==> src/rtl/md5_pkg.sv <==
// Shared constants and state encoding for the MD5 message padder.
package md5_pkg;

  localparam int BLOCK_BITS  = 512;
  localparam int BLOCK_BYTES = 64;
  localparam int LEN_OFFSET  = 56;

  typedef enum logic [1:0] {
    ST_ACCEPT = 2'd0,
    ST_EMIT   = 2'd1,
    ST_WAIT   = 2'd2,
    ST_EXTRA  = 2'd3
  } state_t;

endpackage

==> src/rtl/md5_len_insert.sv <==
// Overwrites bytes 56..63 of a block with a 64-bit bit length, LSB first.
module md5_len_insert
  import md5_pkg::*;
(
  input  logic [0:BLOCK_BITS-1] block_in,
  input  logic [63:0]           len_bits,
  output logic [0:BLOCK_BITS-1] block_out
);

  always_comb begin
    block_out = block_in;
    for (int i = 0; i < 8; i++) begin
      block_out[8*(LEN_OFFSET+i) +: 8] = len_bits[8*i +: 8];
    end
  end

endmodule

==> src/rtl/md5_padder.sv <==
// Byte-stream to 512-bit MD5 block padder: appends 0x80, zero fill and the
// little-endian bit length, spilling into an extra block when needed.
module md5_padder
  import md5_pkg::*;
(
  input  logic                  clk,
  input  logic                  reset,
  input  logic [7:0]            in_data,
  input  logic                  in_valid,
  input  logic                  in_last,
  output logic                  in_ready,
  output logic [0:BLOCK_BITS-1] block,
  output logic                  blk_start,
  output logic                  blk_last,
  input  logic                  core_ready,
  output logic [63:0]           msg_len
);

  state_t                state_q, state_d;
  logic [0:BLOCK_BITS-1] block_q, block_d, block_w, len_src, len_out;
  logic [5:0]            idx_q, idx_d;
  logic [63:0]           cnt_q, cnt_d, cnt_src, len_bits;
  logic [63:0]           msg_len_q, msg_len_d;
  logic                  pad_pending_q, pad_pending_d;
  logic                  need_80_q, need_80_d;
  logic                  blk_start_q, blk_start_d;
  logic                  blk_last_q, blk_last_d;
  logic                  in_ready_q, in_ready_d;

  // Bytes past idx are always zero here, so only the data and marker are written.
  always_comb begin
    block_w = block_q;
    for (int k = 0; k < BLOCK_BYTES; k++) begin
      if (6'(k) == idx_q) begin
        block_w[8*k +: 8] = in_data;
      end else if (in_last && idx_q != 6'd63 && 6'(k) == idx_q + 6'd1) begin
        block_w[8*k +: 8] = 8'h80;
      end
    end
  end

  assign cnt_src  = (state_q == ST_EXTRA) ? cnt_q : cnt_q + 64'd1;
  assign len_bits = cnt_src << 3;

  always_comb begin
    len_src = '0;
    if (state_q == ST_EXTRA) begin
      if (need_80_q) len_src[0:7] = 8'h80;
    end else begin
      len_src = block_w;
    end
  end

  md5_len_insert u_len_insert (
    .block_in  (len_src),
    .len_bits  (len_bits),
    .block_out (len_out)
  );

  always_comb begin
    state_d       = state_q;
    block_d       = block_q;
    idx_d         = idx_q;
    cnt_d         = cnt_q;
    msg_len_d     = msg_len_q;
    pad_pending_d = pad_pending_q;
    need_80_d     = need_80_q;
    blk_start_d   = 1'b0;
    blk_last_d    = blk_last_q;
    case (state_q)
      ST_ACCEPT: begin
        if (in_valid) begin
          block_d = block_w;
          idx_d   = idx_q + 6'd1;
          cnt_d   = cnt_q + 64'd1;
          if (in_last) begin
            state_d     = ST_EMIT;
            blk_start_d = 1'b1;
            if (idx_q <= 6'd54) begin
              block_d    = len_out;
              blk_last_d = 1'b1;
              msg_len_d  = len_bits;
            end else begin
              pad_pending_d = 1'b1;
              need_80_d     = (idx_q == 6'd63);
              blk_last_d    = 1'b0;
            end
          end else if (idx_q == 6'd63) begin
            state_d     = ST_EMIT;
            blk_start_d = 1'b1;
            blk_last_d  = 1'b0;
          end
        end
      end
      ST_EMIT: state_d = ST_WAIT;
      ST_WAIT: begin
        if (core_ready) begin
          if (pad_pending_q) begin
            state_d = ST_EXTRA;
          end else begin
            state_d    = ST_ACCEPT;
            block_d    = '0;
            idx_d      = '0;
            blk_last_d = 1'b0;
            if (blk_last_q) cnt_d = '0;
          end
        end
      end
      ST_EXTRA: begin
        block_d       = len_out;
        blk_last_d    = 1'b1;
        msg_len_d     = len_bits;
        pad_pending_d = 1'b0;
        need_80_d     = 1'b0;
        blk_start_d   = 1'b1;
        state_d       = ST_EMIT;
      end
      default: state_d = ST_ACCEPT;
    endcase
    in_ready_d = (state_d == ST_ACCEPT);
  end

  always_ff @(posedge clk) begin
    if (reset) begin
      state_q       <= ST_ACCEPT;
      block_q       <= '0;
      idx_q         <= '0;
      cnt_q         <= '0;
      msg_len_q     <= '0;
      pad_pending_q <= 1'b0;
      need_80_q     <= 1'b0;
      blk_start_q   <= 1'b0;
      blk_last_q    <= 1'b0;
      in_ready_q    <= 1'b1;
    end else begin
      state_q       <= state_d;
      block_q       <= block_d;
      idx_q         <= idx_d;
      cnt_q         <= cnt_d;
      msg_len_q     <= msg_len_d;
      pad_pending_q <= pad_pending_d;
      need_80_q     <= need_80_d;
      blk_start_q   <= blk_start_d;
      blk_last_q    <= blk_last_d;
      in_ready_q    <= in_ready_d;
    end
  end

  assign in_ready  = in_ready_q;
  assign block     = block_q;
  assign blk_start = blk_start_q;
  assign blk_last  = blk_last_q;
  assign msg_len   = msg_len_q;

endmodule

==> config.mk <==
export PLATFORM = sky130hd
export DESIGN_NAME = md5_padder
export DESIGN_NICKNAME = d
export VERILOG_FILES = /design/src/rtl/md5_pkg.sv /design/src/rtl/md5_len_insert.sv /design/src/rtl/md5_padder.sv
export SDC_FILE = /design/constraint.sdc
export NUM_CORES = 2
export LEC_CHECK = 0
export ABC_AREA = 1
export BUFFER_PORTS_ARGS = -buffer_cell sky130_fd_sc_hd__buf_2
export CAP_MARGIN = 20
export CORE_MARGIN = 2
export CORE_UTILIZATION = 60
export DETAILED_ROUTE_END_ITERATION = 10
export MAX_ROUTING_LAYER = met4
export PLACE_DENSITY_LB_ADDON = 0.12
export SYNTH_ARGS = -nofsm -noshare
export SYNTH_HDL_FRONTEND = slang
export SYNTH_SLANG_ARGS = --single-unit
==> constraint.sdc <==
create_clock -name clk -period 3.4 [get_ports clk]
set_input_delay 0.51 -clock clk [delete_from_list [all_inputs] [get_ports clk]]
set_output_delay 0.51 -clock clk [all_outputs]
set_load 0.02 [all_outputs]
==> flow_summary.yaml <==
worst_setup_path:
  crit_slowest_cell: "nor2_4"
  crit_chain: "inv_1 -> ha_1 -> inv_2 -> or2_1 -> nand2_1 -> inv_2 -> nand3_4 -> nor2_4 -> inv_2 -> nor2_4 -> buf_4 -> nand2_1 -> a21oi_1"
  slowest_delay_ns: 0.42
  crit_path_max_fanout: 26
  worstSetupPathType: "reg -> reg"
  cp_top_family: "simple AND/OR/NAND/NOR gates"
  cpMostUsedCell: "inv_2"
  worstPathRequired_ns: 3.95
  start_kind: "register"
  crit_buf_inv: 5
  critPathCaptureType: "register"
  crit_arrival_ns: 3.57
routing:
  drc: 0
  vias_per_cell: 6.14
  antenna_left: 0
  wirelength_um: 122000
  drt_iter0_drc: 4716
  drt-wirelength-per-cell_um: 22.1
  vias: 33900
  first_pass_iters: 6
pwr:
  peakVddDrop_uv: 481
  p_leak_nw: 14.3
  power_density_mw_per_mm2: 595
clock_network:
  clkTransAtPathRegs_ns: 0.06
  clock_path_buffers: 3
  clock-sinks: 647
  htreeDepth: 3
  root_buffer: "clkbuf_16"
  cts_resized: 0
  clock_latency_ns: 0.63
  hold_buffers: 0
  cts_buffers: 67
  cts_tree: "built"
  cts_setup_buffers: 0
timing:
  fin_tns_setup_ns: 0
  whs_ns: 0.312
  fin_crit_sh: 0.890
  tightest_slew_ns: 1.09
  rsz0062_at_grt: "no"
  max_freq_mhz: 330
  finalHoldViolCount: 0
  relSlewSlack: 0.277
  setup_viol_count_final: 0
  setup_slack_ns: 0.374
  final.min_clock_period_ns: 3.03
  slew_viol_final: 0
  skew_ns: 0.0227
global_route:
  grt_pass1_vias: 29500
  grt_usage: 0.467
  antenna_found_initial: 6
  grt_pass1_wl_um: 180000
  grt_max_degree: 190
  grt_remaining_overflow: 0
synth:
  yosysWarnings: 0
  synth_cell_types: 43
  yosysSeqAreaShare: 0.432
  yosysTopAreaCell: "dfxtp_1"
  synth_edf_count: 0
  avgSynthCellArea_sq_um: 6.86
  synthTopCellsByCount: "nand2_1 (1319), a21oi_1 (728), dfxtp_1 (647)"
  yosysTopAreaCellShare: 0.432
  ys.flop_type: "dfxtp_1"
  synth_area_sq_mm: 0.0300
  synth-seq-cells: 647
  synth_most_common_cell: "nand2_1"
  yosys-top-cells-area: "dfxtp_1 (43%), nand2_1 (17%), a21oi_1 (12%)"
  synthCells: 4369
  async_flop_share: 0
floorplan:
  ios: 592
  die_h_um: 228
  dieArea_sq_mm: 0.0518
  die_w_um: 228
  core-area_sq_mm: 0.0492
  initial_core_util: 0.610
  fp-row-count: 81
cells_and_area:
  register_area_sq_mm: 0.0130
  multi_input_area_sq_mm: 0.0151
  fillers: 4177
  nets: 4832
  stdcell_count: 5527
  drive_gt1_frac: 0.176
  final_core_util: 0.727
  area_delta_synth_final_pct: 19.1
placed_design:
  numPortBuffers: 588
  routabilityCongestion: 1.01
  dp_cells: 5401
  hpwl_um: 83100
  dp_slack_ns: 0.513
status:
  status: "complete, no violations"
run:
  cap_viol_max_count: 0
hold_path:
  hold_path_class: "in -> reg"
-- flip-flops by register name, summed over array words and instances, names as in the netlist --
register and count:
pad_pending_q 1, cnt_q 61, in_ready 1, blk_start 1, need_80_q 1, state_q 2, block 512, blk_last 1
msg_len 61, idx_q 6
-- cells by family after synthesis --
kind of cell,synth area share
buffers and inverters,0.0661
and+or+nand+nor,0.289
xor gates and xnor gates,0.00759
adders and majority gates,0.00542
AOI/OAI and AO/OA,0.200
DFF,0.432
other,0.000125
-- worst reg2reg max path, cell delays in order (launching register included) --
cell and delay (ns):
dfxtp_1 0.41, inv_1 0.16, ha_1 0.34, inv_2 0.09, or2_1 0.13, nand2_1 0.08, inv_2 0.08, nand3_4 0.11
nor2_4 0.19, inv_2 0.28, nor2_4 0.45, buf_4 0.34, nand2_1 0.13, a21oi_1 0.17
-- power by group --
part / leakage, nW / total (W) / switching, W / internal (W)
Combinational: 7.93 / 0.00492 / 0.00369 / 0.00123
Clock: 1.17 / 0.00797 / 0.00329 / 0.00468
Sequential: 5.24 / 0.00838 / 0.000377 / 0.00800
Total: 14.3 / 0.0213 / 0.00735 / 0.0139
-- final cells by class --
type,instances,share of cell area
diodes,5,0.000350
clock buffers,90,0.0547
clock inverters,31,0.0115
inverters,203,0.0214
multi-input cells,3226,0.423
flip-flops and latches,647,0.363
well taps,664,0.0233
repair buffers,661,0.103
-- cells in the final DEF, fill, tap and decap left out, types with 20 or more instances in the layout --
cell type  synthesis  final
a21oi_1          728    728
a221oi_1          38     38
buf_2             55    587
buf_4             10     58
clkbuf_16          0     69
dfxtp_1          647    647
inv_1            187    187
nand2_1         1319   1319
nand2_2           21     21
nand3_1          342    342
nand4_1           62     62
nor2_1           270    267
nor3_1            20     20
o211ai_1          41     41
o21ai_0          175    175
o21bai_1          20     20
o22ai_1           63     63
-- layer usage --
layer  GRT usage  wire length, um
met3       0.134            16700
met2       0.662            51600
met1       0.599            46400
met4       0.253             7330
met5           -                0
-- stage by stage --
stage	total power (W)	cell area [sq um]
2_1_floorplan	0.0116	30000
3_3_place_gp	0.0132	33300
3_5_place_dp	0.0132	33300
4_1_cts	0.0211	35700
5_1_grt	0.0218	35700
6_report	0.0213	35700
-- worst paths after layout --
path              cells past startpoint          to  slack, ns       start
setup / recovery                     13  block[228]       0.37  state_q[0]
hold / removal                        2  block[268]       0.31       reset
setup reg to reg                     13  block[228]       0.37  state_q[0]
hold reg to reg                       2   block[77]       0.46   block[77]
No activity file was read; power rests on OpenSTA's default activity.
